**src/rtl/bip_datapath_ext.sv**
```systemverilog
// bip_datapath_ext: BIP accumulator datapath with logic/shift ALU and shift-add multiplier.
// Latency: single-cycle ops write ACC/flags at the next edge; MUL writes after W busy cycles.
// Backpressure: o_busy high while multiplying; all inputs (including i_wr_acc) are ignored then.
//
// Ports:
//   clk, reset        - rising-edge clock, asynchronous active-low reset
//   i_imm             - immediate field, extended to W per SIGN_EXT_IMM
//   i_mem_data        - operand from data memory
//   i_sel_a           - ACC source: 00 mem, 01 imm, 10 ALU, 11 hold
//   i_sel_b           - ALU B operand: 0 mem, 1 imm
//   i_op              - ALU op: ADD SUB AND OR XOR SHL SRA MUL
//   i_wr_acc          - ACC write strobe
//   o_acc             - ACC register
//   o_flags           - {Z, N, C, V}, registered
//   o_busy            - multiplier running
//   o_done            - one-cycle pulse after the multiply result is written
module bip_datapath_ext #(
  parameter int W            = 16,
  parameter int IMM_W        = 11,
  parameter bit SIGN_EXT_IMM = 1'b0
) (
  input  logic             clk,
  input  logic             reset,
  input  logic [IMM_W-1:0] i_imm,
  input  logic [W-1:0]     i_mem_data,
  input  logic [1:0]       i_sel_a,
  input  logic             i_sel_b,
  input  logic [2:0]       i_op,
  input  logic             i_wr_acc,
  output logic [W-1:0]     o_acc,
  output logic [3:0]       o_flags,
  output logic             o_busy,
  output logic             o_done
);

  localparam int SW = $clog2(W);
  localparam int CW = $clog2(W + 1);

  localparam logic [2:0] OP_ADD = 3'b000;
  localparam logic [2:0] OP_SUB = 3'b001;
  localparam logic [2:0] OP_AND = 3'b010;
  localparam logic [2:0] OP_OR  = 3'b011;
  localparam logic [2:0] OP_XOR = 3'b100;
  localparam logic [2:0] OP_SHL = 3'b101;
  localparam logic [2:0] OP_SRA = 3'b110;
  localparam logic [2:0] OP_MUL = 3'b111;

  localparam logic [1:0] SEL_MEM  = 2'b00;
  localparam logic [1:0] SEL_IMM  = 2'b01;
  localparam logic [1:0] SEL_ALU  = 2'b10;
  localparam logic [1:0] SEL_HOLD = 2'b11;

  typedef enum logic {
    S_IDLE,
    S_MUL_RUN
  } state_t;

  // Architectural state
  state_t          r_state;
  logic [W-1:0]    r_acc;
  logic [3:0]      r_flags;
  logic            r_busy;
  logic            r_done;

  // Multiplier state
  logic [W-1:0]    r_mcand;
  logic [W-1:0]    r_mplier;
  logic [2*W-1:0]  r_prod;
  logic [CW-1:0]   r_cnt;

  // Operand path
  logic [W-1:0]    w_imm_ext;
  logic [W-1:0]    w_b;
  logic [SW-1:0]   w_sh;

  // ALU intermediates
  logic [W:0]      w_add;
  logic [W:0]      w_sub;
  logic [W:0]      w_shl;
  logic [W:0]      w_sra;
  logic [W-1:0]    w_alu_res;
  logic            w_alu_c;
  logic            w_alu_v;

  // Selected write-back value and its flags
  logic [W-1:0]    w_new_acc;
  logic            w_new_c;
  logic            w_new_v;
  logic [3:0]      w_new_flags;
  logic            w_start_mul;

  // Multiplier step
  logic [W-1:0]    w_mul_addend;
  logic [W:0]      w_mul_upper;
  logic [2*W-1:0]  w_prod_next;
  logic [W-1:0]    w_mul_lo;
  logic [3:0]      w_mul_flags;

  // ------------------------------------------------------------------
  // Immediate extension and B operand
  // ------------------------------------------------------------------
  always_comb begin
    // Fill first, then overlay the field; also works when IMM_W == W.
    w_imm_ext = (SIGN_EXT_IMM && i_imm[IMM_W-1]) ? {W{1'b1}} : {W{1'b0}};
    w_imm_ext[IMM_W-1:0] = i_imm;
  end

  assign w_b  = i_sel_b ? w_imm_ext : i_mem_data;
  assign w_sh = w_b[SW-1:0];

  // ------------------------------------------------------------------
  // ALU
  // ------------------------------------------------------------------
  // One extra bit on add/sub captures carry/borrow directly.
  assign w_add = {1'b0, r_acc} + {1'b0, w_b};
  assign w_sub = {1'b0, r_acc} - {1'b0, w_b};

  // Shifts are done one bit wider so the last bit shifted out lands in the
  // spare bit; a zero shift leaves the spare bit 0, which is the required C.
  assign w_shl = {1'b0, r_acc} << w_sh;
  assign w_sra = $signed({r_acc, 1'b0}) >>> w_sh;

  always_comb begin
    w_alu_res = '0;
    w_alu_c   = 1'b0;
    w_alu_v   = 1'b0;
    case (i_op)
      OP_ADD: begin
        w_alu_res = w_add[W-1:0];
        w_alu_c   = w_add[W];
        w_alu_v   = (r_acc[W-1] == w_b[W-1]) && (w_add[W-1] != r_acc[W-1]);
      end
      OP_SUB: begin
        w_alu_res = w_sub[W-1:0];
        w_alu_c   = w_sub[W];
        w_alu_v   = (r_acc[W-1] != w_b[W-1]) && (w_sub[W-1] != r_acc[W-1]);
      end
      OP_AND: w_alu_res = r_acc & w_b;
      OP_OR:  w_alu_res = r_acc | w_b;
      OP_XOR: w_alu_res = r_acc ^ w_b;
      OP_SHL: begin
        w_alu_res = w_shl[W-1:0];
        w_alu_c   = w_shl[W];
      end
      OP_SRA: begin
        w_alu_res = w_sra[W:1];
        w_alu_c   = w_sra[0];
      end
      default: begin
        // MUL goes through the multi-cycle path, never this mux.
        w_alu_res = r_acc;
      end
    endcase
  end

  // ------------------------------------------------------------------
  // ACC source select and flags for single-cycle writes
  // ------------------------------------------------------------------
  always_comb begin
    w_new_acc = r_acc;
    w_new_c   = 1'b0;
    w_new_v   = 1'b0;
    case (i_sel_a)
      SEL_MEM: w_new_acc = i_mem_data;
      SEL_IMM: w_new_acc = w_imm_ext;
      SEL_ALU: begin
        w_new_acc = w_alu_res;
        w_new_c   = w_alu_c;
        w_new_v   = w_alu_v;
      end
      default: w_new_acc = r_acc;
    endcase
  end

  assign w_new_flags = {(w_new_acc == '0), w_new_acc[W-1], w_new_c, w_new_v};
  assign w_start_mul = i_wr_acc && (i_sel_a == SEL_ALU) && (i_op == OP_MUL);

  // ------------------------------------------------------------------
  // Shift-add multiplier step
  // ------------------------------------------------------------------
  // Add the multiplicand into the upper half (keeping its carry), then shift
  // the whole (2W+1)-bit value right by one; the dropped LSB is finished.
  assign w_mul_addend = r_mplier[0] ? r_mcand : '0;
  assign w_mul_upper  = {1'b0, r_prod[2*W-1:W]} + {1'b0, w_mul_addend};
  assign w_prod_next  = {w_mul_upper, r_prod[W-1:1]};
  assign w_mul_lo     = w_prod_next[W-1:0];
  assign w_mul_flags  = {(w_mul_lo == '0), w_mul_lo[W-1],
                         (w_prod_next[2*W-1:W] != '0), 1'b0};

  // ------------------------------------------------------------------
  // Control FSM and all architectural registers
  // ------------------------------------------------------------------
  always_ff @(posedge clk or negedge reset) begin
    if (!reset) begin
      r_state  <= S_IDLE;
      r_acc    <= '0;
      r_flags  <= '0;
      r_busy   <= 1'b0;
      r_done   <= 1'b0;
      r_mcand  <= '0;
      r_mplier <= '0;
      r_prod   <= '0;
      r_cnt    <= '0;
    end else begin
      r_done <= 1'b0;
      case (r_state)
        S_IDLE: begin
          if (w_start_mul) begin
            r_mcand  <= r_acc;
            r_mplier <= w_b;
            r_prod   <= '0;
            r_cnt    <= CW'(W);
            r_busy   <= 1'b1;
            r_state  <= S_MUL_RUN;
          end else if (i_wr_acc && (i_sel_a != SEL_HOLD)) begin
            r_acc   <= w_new_acc;
            r_flags <= w_new_flags;
          end
        end
        S_MUL_RUN: begin
          r_prod   <= w_prod_next;
          r_mplier <= r_mplier >> 1;
          r_cnt    <= r_cnt - CW'(1);
          // The last step's result goes straight to ACC on the same edge
          // that busy drops, so it is taken from the next-product value.
          if (r_cnt == CW'(1)) begin
            r_acc   <= w_mul_lo;
            r_flags <= w_mul_flags;
            r_busy  <= 1'b0;
            r_done  <= 1'b1;
            r_state <= S_IDLE;
          end
        end
        default: r_state <= S_IDLE;
      endcase
    end
  end

  assign o_acc   = r_acc;
  assign o_flags = r_flags;
  assign o_busy  = r_busy;
  assign o_done  = r_done;

endmodule

```
**config.mk**
```make
export PLATFORM = sky130hd
export DESIGN_NAME = bip_datapath_ext
export DESIGN_NICKNAME = d
export VERILOG_FILES = /design/src/rtl/bip_datapath_ext.sv
export SDC_FILE = /design/constraint.sdc
export NUM_CORES = 1
export LEC_CHECK = 0
export ABC_AREA = 1
export BUFFER_PORTS_ARGS = -buffer_cell sky130_fd_sc_hd__buf_2
export CAP_MARGIN = 15
export CORE_MARGIN = 2
export CORE_UTILIZATION = 25
export CTS_CLUSTER_DIAMETER = 100
export CTS_CLUSTER_SIZE = 20
export DETAILED_ROUTE_END_ITERATION = 12
export PLACE_DENSITY = 0.5
export SKIP_LAST_GASP = 1
export SLEW_MARGIN = 0
export SYNTH_ARGS = -nofsm -noshare
export SYNTH_HDL_FRONTEND = slang
export SYNTH_SLANG_ARGS = --single-unit
export TNS_END_PERCENT = 50
```
**constraint.sdc**
```tcl
create_clock -name clk -period 7.45 [get_ports clk]
set_input_delay 1.49 -clock clk [delete_from_list [all_inputs] [get_ports clk]]
set_output_delay 1.49 -clock clk [all_outputs]
set_load 0.02 [all_outputs]
```
# --- After elaboration in Yosys (flattened, before gate mapping) ---
# Index checks and enable logic that the tools add are counted.
totals:
  latch_bits: 0
  mem_count: 0
  romBits: 0
  mem_bits_rw: 0
  in_bits: 36
  regBits: 92
  out_inout_bits: 22
classes:
  n_lt_le_gt_ge: 0
  n_mul: 0
  eq_ne: 19
  shift: 2
  reduce_logical: 13
  add_sub_neg: 4
  n_bitwise: 4
  n_mux: 30
  div_mod_pow: 0
op_table:
  columns: ["operator", "count"]
  rows:
  - ["$pmux W16 S7", 1]
  - ["$mux W16", 6]
  - ["$pmux W16 S2", 2]
  - ["$pmux W32 S2", 1]
  - ["$pmux W16 S3", 1]
  - ["$add A16 B16 Y17", 2]
  - ["$logic_not A16 Y1", 2]
  - ["$mux W32", 1]
  - ["$shl A16 B4 Y17", 1]
  - ["$sshr A17 B4 Y17", 1]
  - ["$sub A16 B16 Y17", 1]
  - ["$and A16 B16 Y16", 1]
  - ["$or A16 B16 Y16", 1]
  - ["$reduce_bool A16 Y1", 1]
  - ["$xor A16 B16 Y16", 1]
  - ["$eq A3 B3 Y1 const B", 4]
  - ["$mux W4", 3]
  - ["$pmux W5 S2", 1]
  - ["$mux W1", 8]
  - ["$ne A2 B2 Y1 const B", 4]
  - ["$pmux W4 S2", 1]
  - ["$eq A3 B2 Y1 const B", 2]
  - ["$pmux W1 S2", 3]
  - ["$eq A5 B1 Y1 const B", 1]
  - ["15 further kinds", 22]

# --- Logic depth before layout (Yosys ltp) ---
depth:
  word_depth: 9
  depth_mapped: 25

# --- Worst setup path before layout ---
# Ideal clock, no wire load.
synth_path:
  path_kind: "input-to-reg"
  start: "input i_sel_b"
  end: "register r_flags[3] (netlist: o_flags[3])"
  arrival_ns: 3.891
  path_stages: 22
  path_slack_ns: 3.482
  t_required_ns: 7.373
  path_cell_list: "buf_6 -> clkbuf_1 -> o21ai_0 -> ha_1 -> clkbuf_1 -> nand2_1 -> nor2_1 -> and2_1 -> nand2_1 -> nand2_1 -> nand2_1 -> nand2_1 -> nor2_1 -> nor2_1 -> nand2_1 -> nand2_1 -> nand3_1 -> nor2_1 -> nand2_1 -> nor2_1 -> nand3_1 -> a21oi_1"
synth_via:
  elab_chain_cells: 8
  word_cells_on_any_way: 14
  classes_between: "add/sub: 2; shift: 2; mux: 6; bitwise: 3; reduce/logical: 1"
synth_rtl:
  columns: ["element", "line", "rtl"]
  rows:
  - ["start, declared", "27", "input logic i_sel_b,"]
  - ["$mux W16 (*)", "108", "assign w_b = i_sel_b ? w_imm_ext : i_mem_data;"]
  - ["$sub A16 B16 Y17, or another cell as far along", "116", "assign w_sub = {1'b0, r_acc} - {1'b0, w_b};"]
  - ["$pmux W16 S7 (*)", "127", "case (i_op)"]
  - ["$pmux W16 S3 (*)", "163", "case (i_sel_a)"]
  - ["$logic_not A16 Y1 (*)", "175", "assign w_new_flags = {(w_new_acc == '0), w_new_acc[W-1], w_new_c, w_new_v};"]
  - ["$mux W4 (*)", "215", "end else if (i_wr_acc && (i_sel_a != SEL_HOLD)) begin"]
  - ["$mux W4 (*)", "208", "if (w_start_mul) begin"]
  - ["$pmux W4 S2 (*)", "206", "case (r_state)"]
  - ["end signal, assigned", "217", "r_flags <= w_new_flags;"]
  - ["end signal, assigned", "228", "r_flags <= w_mul_flags;"]
  - ["end, declared", "61", "logic [3:0] r_flags;"]
# Mark *: on every way between the ends. The rest lies on a longest branch, timed or not. The select of a mux whose other input is x is not followed.
# A chain may end at the register's enable or synchronous reset.

# --- Worst setup path after layout ---
layout_path:
  start: "input i_op[0]"
  end: "register r_acc[13] (netlist: o_acc[13])"
layout_via:
  elab_chain_cells: 6
  word_cells_on_any_way: 16
  classes_between: "eq/ne: 8; mux: 5; reduce/logical: 3"
layout_rtl:
  columns: ["element", "line", "rtl"]
  rows:
  - ["start, declared", "28", "input logic [2:0] i_op,"]
  - ["$eq A3 B3 Y1, or another cell as far along", "127", null]
  - ["$pmux W16 S7", "127", null]
  - ["$pmux W16 S3", "163", null]
  - ["$mux W16", "215", null]
  - ["$mux W16", "208", null]
  - ["$pmux W16 S2", "206", null]
  - ["end signal, assigned", "216", "r_acc <= w_new_acc;"]
  - ["end signal, assigned", "227", "r_acc <= w_mul_lo;"]
  - ["end, declared", "60", "logic [W-1:0] r_acc;"]
# Several ways; a longest one is shown, not always the timed one. The select of a mux whose other input is x is not followed.

==> flow_summary.toml <==
[clocking]
tritoncts = "built"
tritoncts_buffers = 9
h-tree-depth = 3
clk-insertion-delay-late_ps = 360
tritoncts_num_sinks = 90
post_cts_buffers = 0
root_buffer = "sky130_fd_sc_hd__clkbuf_16"
cts-hold-fix-buffers = 0
clock_input_transition_at_the_sequential_cells_of_the_worst_setup_and_hold_paths_ps = 70
post_cts_resize_count = 0
clock_tree.buffer_depth = 2

[synthesis]
yosys.area.top_type = "sky130_fd_sc_hd__dfrtp_1"
number_of_enable_type_register_cells_in_the_synthesized_netlist = 0
synth_seq_area_share = 0.238
synth_largest_type_area_fraction = 0.238
yosys_warnings = 0
syn-cell-area_sq_mm = 0.00948
post_synth_top_cells = "sky130_fd_sc_hd__nand2_1, sky130_fd_sc_hd__nand3_1, sky130_fd_sc_hd__inv_1"
synthFlopType = "sky130_fd_sc_hd__dfrtp_1"
synth_area_leaders = "sky130_fd_sc_hd__dfrtp_1, sky130_fd_sc_hd__nand2_1, sky130_fd_sc_hd__nand3_1"
async_reset_ff_frac = 1.00
syn_avg_cell_area_sq_um = 6.11
synth.distinct_cells = 47
synth.most_common_cell = "sky130_fd_sc_hd__nand2_1"
count_of_mapped_cells_out_of_synthesis = 1552
nets_in_the_synthesized_netlist = 1667
ys_ff_latch = 90

[worst_setup_path]
crit_arrival_ps = 5420
critical_path_start_end_classification = "in2reg"
critical_path_peak_fanout = 31
endpoint_kind = "flip-flop"
rr_startpoint = "o_acc[12]"
worst_ep_required_ps = 7710
worstSetupStartpoint = "i_op[0]"
timing.reg2reg.setup_slack_ps = 3660
kind_of_start_point_of_the_critical_path = "input pin"

[grt]
grt_pass1_vias = 10100
gr-total-overflow = 0
pin_count_of_the_biggest_net_entering_global_routing = 61
grt_first_pass_wirelength_mm = 59.6
track_usage = 0.199
antenna_found_initial = 0

[sta]
hold_viol_final = 0
clock.fmax_mhz = 194
timing_worst_slew_pin_value_ps = 1100
timing.setup.tns_ps = 0
rsz0062_at_grt = "false"
final-max-slew-violation-count = 0
clock-skew-final_ps = 15.5
total_setup_violations_reported_at_the_end_of_the_flow = 0
period_minus_slack_ps = 5160
timing.final.crit_share = 0.693
slew-limit-headroom = 0.264

[floorplanning]
num_rows = 71
design.core.area_sq_mm = 0.0375
die_area_sq_mm = 0.0395
io_pins = 58
initial_core_util = 0.253
die_span_x_um = 199
die_height_um = 199

[detailed_routing]
total_via_count_after_detailed_routing = 10500
route.detailed.vias_per_inst = 5.04
wirelength_mm = 38.9
wl_per_cell_um = 18.7
drt.antenna.violating_nets = 0
post-route-drc-count = 0
drt_first_pass_iters = 6
drt_first_iter_violations = 898

[pwr]
max-vdd-ir-drop_mv = 0.137
p_int_mw = 1.46
power.static_leakage_nw = 5.51
power.share.switching = 0.547
sequentialPowerShare = 0.250
power.combinational.fraction = 0.590
part_of_the_total_power_dissipated_in_the_clock_network = 0.161
power.total_mw = 3.23
p_switching_mw = 1.77
pwr_density_cell_mw_per_mm2 = 306

[min_path]
hold_class = "reg2reg"
min-delay-start = "r_mcand[1]"

[placement]
io_buffer_count = 57
gp_congestion = 0.987
place_hpwl_mm = 30.2
placedCellCount = 2067

[layout]
final_nets = 1682
areaGrowthSynthToFinish_pct = 11.2
drive_above_1_share = 0.0649
layout.cells.non_filler = 2083
ant_diodes = 0

[run_status]
outcome = "complete, no violations"

[job]
max_cap_viol_count = 0
## layout by cell type, fill, tap and decap left out, types with 2 or more instances in the layout
cell                        instances
sky130_fd_sc_hd__inv_1            181
sky130_fd_sc_hd__nor4_1             3
sky130_fd_sc_hd__o21ai_0           86
sky130_fd_sc_hd__nand3b_1           3
sky130_fd_sc_hd__clkinv_1           4
sky130_fd_sc_hd__dfrtp_1           90
sky130_fd_sc_hd__xnor2_1            4
sky130_fd_sc_hd__inv_8              2
sky130_fd_sc_hd__or2_2              2
sky130_fd_sc_hd__bufinv_16          2
sky130_fd_sc_hd__o22ai_1           21
sky130_fd_sc_hd__nor3_2             3
sky130_fd_sc_hd__and2_1             4
sky130_fd_sc_hd__nand2_2            2
sky130_fd_sc_hd__a21oi_1           98
sky130_fd_sc_hd__o21ai_1            4
sky130_fd_sc_hd__buf_2             56
sky130_fd_sc_hd__nand3_1          217
sky130_fd_sc_hd__nor3_1            15
sky130_fd_sc_hd__a22oi_1            6
sky130_fd_sc_hd__xor2_1             9
sky130_fd_sc_hd__nand4_1           22
sky130_fd_sc_hd__ha_1              76
sky130_fd_sc_hd__nor2_1           112
sky130_fd_sc_hd__a211oi_1           5
sky130_fd_sc_hd__clkbuf_16          9
sky130_fd_sc_hd__inv_6              2
sky130_fd_sc_hd__o221ai_1           2
sky130_fd_sc_hd__buf_4             14
sky130_fd_sc_hd__inv_2              2
sky130_fd_sc_hd__fa_1               3
sky130_fd_sc_hd__nand2_1          474
sky130_fd_sc_hd__o211ai_1          13
sky130_fd_sc_hd__nand2_4            2
sky130_fd_sc_hd__o21bai_1           8
sky130_fd_sc_hd__o21ai_2            3
## registers in the layout, indices dropped and copies added, names as in the netlist
name	count
o_acc	15
r_prod	31
r_state	1
r_cnt	5
o_done	1
r_mplier	16
r_mcand	16
o_flags	4
o_busy	1
## per-stage QoR
step,hold slack [ps],util,setup WS (ps),area (sq um)
finish,488,0.281,2290,10500
global route,510,0.281,1700,10500
CTS,485,0.281,2230,10500
detailed placement,474,0.272,1870,10200
global placement,464,0.272,2080,10200
floorplan,443,-,3480,9480
## layer usage
layer,GRT usage,routed length (um),up-vias
met1,0.271,17600,4907
met3,0.0276,2520,64
met4,0.0641,1310,0
met5,0,0,-
li1,-,-,5113
met2,0.325,17500,411
## worst max-delay path, cell delays in order
cell,delay (ps)
sky130_fd_sc_hd__buf_2,150
sky130_fd_sc_hd__nand2_1,410
sky130_fd_sc_hd__inv_1,210
sky130_fd_sc_hd__nand2_1,120
sky130_fd_sc_hd__inv_1,520
sky130_fd_sc_hd__nand3_1,190
sky130_fd_sc_hd__nand2_1,550
sky130_fd_sc_hd__inv_1,700
sky130_fd_sc_hd__nor2_1,320
sky130_fd_sc_hd__nor2_1,120
sky130_fd_sc_hd__inv_1,360
sky130_fd_sc_hd__a21oi_1,80
sky130_fd_sc_hd__a22oi_1,170
## cell families (layout without fill, tap and decap cells)
| family | Yosys count | in the layout | share of synthesized area |
|---|---|---|---|
| adder cells (fa/ha/maj) | 79 | 79 | 0.107 |
| XOR/XNOR | 13 | 13 | 0.0120 |
| flip-flops | 90 | 90 | 0.238 |
| buffers and inverters | 253 | 273 | 0.106 |
| AND/OR/NAND/NOR | 863 | 863 | 0.387 |
| AO/OA/AOI/OAI | 254 | 254 | 0.150 |
## path summary, 6_finish.rpt
kind	end	depth (start not counted)
worst max register to register	o_flags[3]	16
max in group asynchronous	r_mplier[11]	2
min in group asynchronous	r_prod[20]	1
worst min register to register	r_mcand[1]	2
worst min-delay path	r_mcand[1]	2
worst max-delay path	o_acc[13]	13
## cell type report
type / count / area [sq um]
inverter: 187 / 702
clock inverter: 7 / 108
tap: 511 / 639
timing repair buffer: 70 / 385
sequential: 90 / 2250
multi-input combinational: 1209 / 6230
clock buffer: 9 / 225
fill: 4315 / 26900
## power groups by stage
stage / clock [mW] / sequential, mW / combinational [mW]
6_report: 0.519 / 0.805 / 1.90
5_1_grt: 0.550 / 0.818 / 2.11
4_1_cts: 0.527 / 0.804 / 1.88
3_5_place_dp: 0 / 0.813 / 1.87
3_3_place_gp: 0 / 0.812 / 1.87
2_1_floorplan: 0 / 0.771 / 1.22
(Power assumes the default switching activity.)
